==> config.mk <==
export PLATFORM = sky130hd
export DESIGN_NAME = gcd_arbiter
export DESIGN_NICKNAME = d
export VERILOG_FILES = /design/src/rtl/gcd_pkg.sv /design/src/rtl/gcd_rr_picker.sv /design/src/rtl/gcd_arbiter.sv
export SDC_FILE = /design/constraint.sdc
export NUM_CORES = 1
export LEC_CHECK = 0
export BUFFER_PORTS_ARGS = -buffer_cell sky130_fd_sc_hd__buf_2
export CORE_AREA = 2 2 72 68
export DETAILED_ROUTE_END_ITERATION = 7
export DIE_AREA = 0 0 74 70
export PLACE_DENSITY = 0.82
export SLEW_MARGIN = 20
export SYNTH_ARGS = -nofsm -noshare
export SYNTH_HDL_FRONTEND = slang
export SYNTH_HIERARCHICAL = 1
export SYNTH_SLANG_ARGS = --single-unit
==> constraint.sdc <==
create_clock -name clk -period 5.4 [get_ports clk]
set_input_delay 1.08 -clock clk [delete_from_list [all_inputs] [get_ports clk]]
set_output_delay 1.08 -clock clk [all_outputs]
set_load 0.005 [all_outputs]
==> src/rtl/gcd_pkg.sv <==
// Shared types and defaults for the GCD arbiter slice.
package gcd_pkg;

    localparam int GCD_W = 4;

    typedef enum logic [1:0] {
        IDLE  = 2'd0,
        ISSUE = 2'd1,
        WAIT  = 2'd2,
        RESP  = 2'd3
    } state_t;

endpackage

==> src/rtl/gcd_rr_picker.sv <==
// Combinational round-robin picker: first valid requester at or after rr_ptr_i, wrapping at N_REQ.
module gcd_rr_picker #(
    parameter int N_REQ = 4,
    parameter int IDX_W = 2
) (
    input  logic [N_REQ-1:0] req_valid_i,
    input  logic [IDX_W-1:0] rr_ptr_i,
    output logic [N_REQ-1:0] gnt_oh_o,
    output logic [IDX_W-1:0] gnt_idx_o,
    output logic             any_o
);

    logic [IDX_W:0]   sum_s;
    logic [IDX_W-1:0] cand_s;
    logic             found_s;
    logic             hit_s;

    assign any_o = |req_valid_i;

    // Scan upward from the pointer; the wrap is explicit so N_REQ need not be a power of two.
    always_comb begin
        gnt_oh_o  = '0;
        gnt_idx_o = '0;
        found_s   = 1'b0;
        sum_s     = '0;
        cand_s    = '0;
        hit_s     = 1'b0;
        for (int off = 0; off < N_REQ; off++) begin
            sum_s  = {1'b0, rr_ptr_i} + (IDX_W+1)'(off);
            cand_s = (sum_s >= (IDX_W+1)'(N_REQ)) ? IDX_W'(sum_s - (IDX_W+1)'(N_REQ))
                                                  : IDX_W'(sum_s);
            hit_s  = ~found_s & req_valid_i[cand_s];
            gnt_oh_o[cand_s] = gnt_oh_o[cand_s] | hit_s;
            gnt_idx_o        = hit_s ? cand_s : gnt_idx_o;
            found_s          = found_s | hit_s;
        end
    end

endmodule

==> src/rtl/gcd_arbiter.sv <==
// Round-robin arbiter sharing one GCD engine between N_REQ requesters.
// Optional engine-wait timeout is enabled by defining GCD_ARB_TIMEOUT_EN.
module gcd_arbiter
    import gcd_pkg::*;
#(
    parameter int N_REQ       = 4,
    parameter int W           = GCD_W,
    parameter int TIMEOUT_CYC = 32
) (
    input  logic               clk,
    input  logic               rst,
    input  logic [N_REQ-1:0]   req_valid,
    input  logic [N_REQ*W-1:0] req_a,
    input  logic [N_REQ*W-1:0] req_b,
    output logic [N_REQ-1:0]   req_ready,
    output logic [N_REQ-1:0]   rsp_valid,
    output logic [W-1:0]       rsp_res,
    output logic               rsp_err,
    output logic               eng_start,
    output logic [W-1:0]       eng_a,
    output logic [W-1:0]       eng_b,
    input  logic               eng_done,
    input  logic [W-1:0]       eng_res,
    output logic               busy
);

    localparam int IDX_W = $clog2(N_REQ);

    state_t           state_q, state_d;
    logic [IDX_W-1:0] rr_ptr_q, rr_ptr_d;
    logic [IDX_W-1:0] gnt_q, gnt_d;
    logic [IDX_W-1:0] pick_idx_s;
    logic [N_REQ-1:0] pick_oh_s;
    logic             pick_any_s;
    logic [N_REQ-1:0] req_ready_s;
    logic [W-1:0]     sel_a_s, sel_b_s;
    logic [W-1:0]     a_q, a_d, b_q, b_d, res_q, res_d;
    logic             err_q, err_d;
    logic             tmo_s;
    logic [N_REQ-1:0] rsp_valid_d, rsp_valid_q;
    logic [W-1:0]     rsp_res_d, rsp_res_q;
    logic             rsp_err_d, rsp_err_q;
    logic             eng_start_q;
    logic             busy_q;

    gcd_rr_picker #(
        .N_REQ (N_REQ),
        .IDX_W (IDX_W)
    ) u_picker (
        .req_valid_i (req_valid),
        .rr_ptr_i    (rr_ptr_q),
        .gnt_oh_o    (pick_oh_s),
        .gnt_idx_o   (pick_idx_s),
        .any_o       (pick_any_s)
    );

    // AND-OR mux of the picked requester's operands.
    always_comb begin
        sel_a_s = '0;
        sel_b_s = '0;
        for (int i = 0; i < N_REQ; i++) begin
            sel_a_s = sel_a_s | ({W{pick_oh_s[i]}} & req_a[i*W +: W]);
            sel_b_s = sel_b_s | ({W{pick_oh_s[i]}} & req_b[i*W +: W]);
        end
    end

`ifdef GCD_ARB_TIMEOUT_EN
    logic [7:0] wait_cnt_q;

    // Counts WAIT cycles; held at zero elsewhere so every WAIT entry starts from 0.
    always_ff @(posedge clk) begin
        if (rst) begin
            wait_cnt_q <= 8'd0;
        end else if (state_q == WAIT) begin
            wait_cnt_q <= wait_cnt_q + 8'd1;
        end else begin
            wait_cnt_q <= 8'd0;
        end
    end

    assign tmo_s = (state_q == WAIT) && (wait_cnt_q == 8'(TIMEOUT_CYC - 1));
`else
    logic unused_tmo_s;

    assign unused_tmo_s = ^TIMEOUT_CYC;
    assign tmo_s        = 1'b0;
`endif

    // Next-state and datapath-register logic; req_ready is a same-cycle strobe in IDLE.
    always_comb begin
        state_d     = state_q;
        rr_ptr_d    = rr_ptr_q;
        gnt_d       = gnt_q;
        a_d         = a_q;
        b_d         = b_q;
        res_d       = res_q;
        err_d       = err_q;
        req_ready_s = '0;
        case (state_q)
            IDLE: begin
                if (pick_any_s) begin
                    req_ready_s = pick_oh_s;
                    a_d         = sel_a_s;
                    b_d         = sel_b_s;
                    gnt_d       = pick_idx_s;
                    err_d       = 1'b0;
                    // A zero operand makes the answer the other operand; skip the engine.
                    if ((sel_a_s == '0) || (sel_b_s == '0)) begin
                        res_d   = sel_a_s | sel_b_s;
                        state_d = RESP;
                    end else begin
                        res_d   = '0;
                        state_d = ISSUE;
                    end
                end else begin
                    state_d = IDLE;
                end
            end
            ISSUE: begin
                state_d = WAIT;
            end
            WAIT: begin
                if (eng_done) begin
                    res_d   = eng_res;
                    err_d   = 1'b0;
                    state_d = RESP;
                end else if (tmo_s) begin
                    res_d   = '0;
                    err_d   = 1'b1;
                    state_d = RESP;
                end else begin
                    state_d = WAIT;
                end
            end
            RESP: begin
                rr_ptr_d = (gnt_q == IDX_W'(N_REQ - 1)) ? '0 : gnt_q + IDX_W'(1);
                state_d  = IDLE;
            end
            default: begin
                state_d = IDLE;
            end
        endcase
    end

    // Response outputs are precomputed from the next state so they come straight from flops.
    always_comb begin
        rsp_valid_d = '0;
        rsp_res_d   = '0;
        rsp_err_d   = 1'b0;
        if (state_d == RESP) begin
            for (int i = 0; i < N_REQ; i++) begin
                rsp_valid_d[i] = (gnt_d == IDX_W'(i));
            end
            rsp_res_d = res_d;
            rsp_err_d = err_d;
        end else begin
            rsp_valid_d = '0;
        end
    end

    // State, datapath and output registers with synchronous reset.
    always_ff @(posedge clk) begin
        if (rst) begin
            state_q     <= IDLE;
            rr_ptr_q    <= '0;
            gnt_q       <= '0;
            a_q         <= '0;
            b_q         <= '0;
            res_q       <= '0;
            err_q       <= 1'b0;
            rsp_valid_q <= '0;
            rsp_res_q   <= '0;
            rsp_err_q   <= 1'b0;
            eng_start_q <= 1'b0;
            busy_q      <= 1'b0;
        end else begin
            state_q     <= state_d;
            rr_ptr_q    <= rr_ptr_d;
            gnt_q       <= gnt_d;
            a_q         <= a_d;
            b_q         <= b_d;
            res_q       <= res_d;
            err_q       <= err_d;
            rsp_valid_q <= rsp_valid_d;
            rsp_res_q   <= rsp_res_d;
            rsp_err_q   <= rsp_err_d;
            eng_start_q <= (state_d == ISSUE);
            busy_q      <= (state_d != IDLE);
        end
    end

    assign req_ready = req_ready_s;
    assign rsp_valid = rsp_valid_q;
    assign rsp_res   = rsp_res_q;
    assign rsp_err   = rsp_err_q;
    assign eng_start = eng_start_q;
    assign eng_a     = a_q;
    assign eng_b     = b_q;
    assign busy      = busy_q;

endmodule

Yosys cells after proc, flatten, opt, wreduce, memory -nomap -nowiden --
Cells that the tools add are included.
Word-level totals: bits of input ports 43, logic and storage cells 134, output and inout port bits 23, register bits 30
Operators by class: reduce and logical (&&, ||, !) cells 13, $add $sub $neg 8, muxes and demuxes 51, magnitude comparators 12, eq/ne operators 9, bitwise logic cells 29
Operators by type and width (count):
- $and A4 B4 Y4 | 9
- $or A4 B4 Y4 | 7
- $mux W2 | 13
- $mux W4 | 5
- $bmux W1 S2 | 8
- $mux W1 | 15
- $bwmux W4 | 3
- $eq A2 B2 Y1 const B | 6
- $lt A2 B3 Y1 const B | 4
- $ge A3 B3 Y1 const B | 3
- $demux W1 S2 | 4
- $ge A2 B1 Y1 const B | 4
- $logic_not A4 Y1 | 2
- $pmux W2 S4 | 1
- $pmux W4 S2 | 1
- $sub A2 B1 Y2 const B | 4
- $add A2 B2 Y3 const B | 2
- $eq A2 B1 Y1 const B | 3
- $or A1 B1 Y1 | 6
- $logic_and A1 B1 Y1 | 4
- $logic_not A2 Y1 | 2
- $not A1 Y1 | 4
- $reduce_or A4 Y1 | 1
- $add A2 B1 Y3 const B | 1
- 8 further kinds | 10

Longest topological paths before layout --
depth in word-level cells 31, depth in mapped cells 18

Modules after synthesis --
The synthesis kept the hierarchy.
By module, submodules not included:
- gcd_arbiter | times used 1, cells an instance 162, sequential area each 600.6 um2, area each 1451.4 um2
- gcd_rr_picker | times used 1, cells an instance 98, sequential area each 0.0 um2, area each 774.5 um2

Least setup slack after synthesis --
Ideal clock, no wire load.
path type input-to-output, start input req_valid[3], end output req_ready[2], setup slack 1.116 ns, data required time 4.320 ns, data arrival time 3.204 ns, stages 10, cell sequence mux4_2 -> or3b_1 -> buf_6 -> o2111ai_4 -> o31ai_2 -> a211oi_2 -> o32ai_2 -> mux2i_1 -> buf_6 -> and3_2
Between the ends: word-level cells in the longest chain between the ends 18, elaborated cells between the ends (all ways) 33
RTL lines:
- start, declared | line gcd_arbiter.sv:12 | input logic [N_REQ-1:0] req_valid,
- $bmux W1 S2 | line gcd_rr_picker.sv:32 | hit_s = ~found_s & req_valid_i[cand_s];
- $mux W1 (implied by the code) | line gcd_rr_picker.sv:32
- $or A1 B1 Y1 | line gcd_rr_picker.sv:33 | gnt_oh_o[cand_s] = gnt_oh_o[cand_s] | hit_s;
- $and A4 B4 Y4 (no line)
- $bmux W1 S2 | line gcd_rr_picker.sv:33
- $mux W1 (implied by the code) | line gcd_rr_picker.sv:33
- $or A1 B1 Y1 | line gcd_rr_picker.sv:33
- $bwmux W4 | line gcd_rr_picker.sv:33
- [3 not listed]
- $bwmux W4 | line gcd_rr_picker.sv:33
- $bmux W1 S2 | line gcd_rr_picker.sv:33
- $mux W1 (implied by the code) | line gcd_rr_picker.sv:33
- $or A1 B1 Y1 | line gcd_rr_picker.sv:33
- $bwmux W4 (*) | line gcd_rr_picker.sv:33
- net pick_oh_s[2] | line gcd_arbiter.sv:33 | logic [N_REQ-1:0] pick_oh_s;
- $mux W4 (*) | line gcd_arbiter.sv:101 | if (pick_any_s) begin
- $mux W4 (*) | line gcd_arbiter.sv:99 | case (state_q)
- end, declared | line gcd_arbiter.sv:15 | output logic [N_REQ-1:0] req_ready,
Mark *: on every way through the listed nets, which the timed path passes. The rest lies on a longest branch. The select of a mux whose other input is x is not followed.

Worst setup path in the final report --
Same ends and word-level chain as after synthesis.

==> results.txt <==
The setup path with the least slack is of type input pin to output pin. The yosys synthesis warning count is 6. The slew of the pin with the lowest slew margin came out at 0.778 ns.

The tree is rooted in a sky130_fd_sc_hd__clkbuf_8. The multi-input gate area in the final layout came out at 0.00141 sq mm. The clock arrives with 0.00485 ns of skew. The share of synthesized area occupied by flip-flops and latches is 27.0%.

The first global-routing pass estimated 9260 um of wire. The die area came out at 0.00518 sq mm. In the final routing, the length of wire on met1 measures 2520 um. The amount of wire on met2 after detailed routing is 2530 um. The count of nets left with antenna violations after detail routing came out at 0. Data on the critical path is required at its endpoint by 4.32 ns. The startpoint identified for the worst register-to-register timing path is rr_ptr_q[1]. The routed wire length per instance came out at 14.5 um.

In the final layout, flip-flops and latches occupy 601 sq um. The area of the core is 0.00453 sq mm. The final number of max-transition violations is 0.

The largest net degree at the start of global routing came out at 26. Once the clock tree was built, the setup fixing pass inserted 0 buffers. The number of clock buffers inserted by TritonCTS came out at 5. The flow ran to the end, and the final reports show no timing, DRC or antenna violations. The effective utilization at floorplan is 49.1%. Prior to clock tree synthesis, the placed netlist has a worst setup slack of 0.581 ns. The path with the worst hold slack has its endpoint at err_q. The critical path buffer and inverter count came out at 3. The setup slack after layout is 0.542 ns.

In this run the tightest slew margin relative to its limit is 48.1%. The post-CTS clock slew at the launch and capture registers of the worst setup and hold paths came out at 0.06 ns. The total power density per cell area came out at 469 mW/mm^2. The number of violations reported at the end of detailed-routing iteration 0 is 172. Setup repair after global routing left no endpoint under its margin.

The critical path data arrival time is 3.78 ns. The routability congestion estimate came out at 0.829. In the final layout, the share of cells above drive strength 1 is 30.7%. The post-route clock period utilization came out at 90.0%. STA classifies the critical path startpoint as an input pin. The cell count after synthesis came out at 260. The path class of the tightest hold or removal check is register to register. Setup violations remaining at the end of the flow were counted as 0. The fmax came out at 206 MHz. In the routed design, unresolved DRC markers number 0. By instance count, the cell type seen most on the critical path is sky130_fd_sc_hd__buf_2. The placement row count came out at 24. The die outline height is 70 um. The number of stages on the worst setup path is 11.

The count of buffers added on input and output ports is 65. The post-synthesis cell type count is 55. Relative to the synthesized area, the layout overhead comes to 18.3%. The total track usage came out at 22.6%. The worst hold path begins at err_q. The final wirelength is 5560 um. The number of global-route vias before repair came out at 1977. The clock period minus worst slack is 4.86 ns. STA classifies the critical path endpoint as an output pin.

The number of cell instances on the worst register-to-register path is 15. Summed over all cells, the static leakage comes to 1.15 nW. The number of antenna violations at the first check in global routing is 0.

Summing every instance area after synthesis gives 0.00223 sq mm. The antenna diode instance count is 0. The number of primary I/O pins is 66.

The family with the most delay on the worst path is multiplexers. The biggest fanout along the worst timing path came out at 14. The overall via count from detail_route is 2202. Yosys mapped a number of flops with a built-in enable equal to 0.

The layout net count came out at 370. The synthesized area divided by synthesized cell count came out at 8.56 sq um. The total of max-cap violations came out at 0. The HPWL after detailed placement came out at 4170 um. The cell at the slowest stage of the critical path is sky130_fd_sc_hd__mux4_2. The H-tree was split into 2 levels. The worst ir drop on vdd came out at 0.000295 V. The chip width came out at 74 um.

After detailed routing, the number of vias per cell comes to 5.73. TritonCTS built the clock tree. The hold-critical path depth came out at 2. The highest signal layer in the routed design is met4. The setup slack of the worst register-to-register path came out at 0.91 ns. In the synthesized netlist the async set-or-reset flop fraction comes to 0%. Detailed routing placed a total of 414 um of wire on met3. The total overflow reported by the global router is 0. Summed over all failing endpoints, the final setup total negative slack is 0 ns. The first TritonRoute pass finished after 5 iterations. The total of fill cells in the finished design is 400. The post-synthesis sequential element count is 30. The prevailing post-synth register cell is sky130_fd_sc_hd__dfxtp_1.

The signal on the critical path passes through buf_2 > mux4_2 > or3b_1 > a31oi_1 > o211ai_1 > o22ai_1 > o32ai_2 > mux2i_1 > buf_4 > and3_2 > buf_2. In this design, the stage delay of the slowest critical-path cell is 0.65 ns. Synthesis produced a netlist with a net count of 311. The insertion delay of the later-clocked pin in the worst-skew pair is 0.28 ns. The maximum number of buffers from clock root to sink is 2.

The hold buffer count at cts came out at 0. The number of gates resized after CTS was 0. The count of clock tree sinks came out at 30. The final count of hold timing violations came out at 0. The endpoint identified for the worst register-to-register timing path is rsp_valid[3].
routing by layer:
metal | global-route usage, % | vias up
li1 | - | 1080
met1 | 32.4 | 1013
met2 | 32.7 | 100
met3 | 5.19 | 9
met4 | 8.28 | 0
met5 | 0 | -
registers in the layout (all words and copies together), names as in the netlist, 2 cells and up:
| name | flops |
|---|---|
| rsp_res | 4 |
| rsp_valid | 4 |
| gnt_q | 2 |
| res_q | 4 |
| eng_b | 4 |
| rr_ptr_q | 2 |
| state_q | 2 |
| eng_a | 4 |
area by class of cell:
cell class / count / area share, %
Multi-Input combinational cell: 199 / 53.4
Tap cell: 65 / 3.09
Inverter: 11 / 2.09
Clock buffer: 6 / 3.14
Sequential cell: 30 / 22.8
Clock inverter: 1 / 1.14
Timing Repair Buffer: 72 / 14.4
where the power goes:
part | internal (mW) | switching [mW]
combinational | 0.270 | 0.415
sequential | 0.292 | 0.0297
clock | 0.147 | 0.0807
total | 0.709 | 0.526
placed cells by master, fill, tap and decap left out, types with 7 or more instances in the layout:
master / n
sky130_fd_sc_hd__o21ai_0: 9
sky130_fd_sc_hd__o22ai_1: 9
sky130_fd_sc_hd__ha_1: 8
sky130_fd_sc_hd__buf_2: 65
sky130_fd_sc_hd__a22oi_1: 19
sky130_fd_sc_hd__dfxtp_1: 30
sky130_fd_sc_hd__buf_4: 7
sky130_fd_sc_hd__nor3_1: 11
sky130_fd_sc_hd__inv_1: 10
sky130_fd_sc_hd__nand2_1: 24
sky130_fd_sc_hd__mux2i_1: 12
sky130_fd_sc_hd__nor2_1: 33
sky130_fd_sc_hd__a21oi_1: 12
worst min-delay path: cells and delay by family (launching register included):
kind	cells	cell delay, ns
flops	1	0.30
simple gates	2	0.11
stage by stage:
stage               utilization [%]  cell area (sq um)  hold slack (ns)  cells  power [mW]
global route                   58.1               2630            0.480    384        1.33
floorplan                         -               2230            0.420    260       0.851
CTS                            58.1               2630            0.450    384        1.23
global placement               55.6               2520            0.426    377       0.988
finish                         58.1               2630            0.453    384        1.23
detailed placement             55.6               2520            0.438    377        1.00
worst max path at each step:
stage | startpoint | end
after detailed placement | req_valid[3] | req_ready[2]
after global placement | req_valid[3] | req_ready[2]
after floorplan | req_valid[3] | req_ready[2]
final | req_valid[3] | req_ready[2]
after CTS | req_valid[3] | req_ready[2]
after global routing | rr_ptr_q[1] | req_ready[2]
cell usage after synthesis (all sizes together) (5+ instances only):
library cell | count | area, sq um
and3 | 5 | 33.8
nor3 | 11 | 55.1
a21oi | 12 | 60.1
inv | 10 | 37.5
ha | 8 | 100
o22ai | 9 | 56.3
dfxtp | 30 | 601
o21ai | 12 | 63.8
nor2 | 33 | 124
nand2 | 25 | 96.4
mux2i | 13 | 143
a22oi | 19 | 143
buf | 17 | 144
cell families after synthesis:
logic type	synth area share, %
flip-flops	27.0
adder cells (fa/ha/maj)	4.50
multiplexers	10.6
AO/OA/AOI/OAI	27.0
buffers and inverters	9.89
AND/OR/NAND/NOR	21.0
Note: power is estimated with default switching activity, not from simulation.
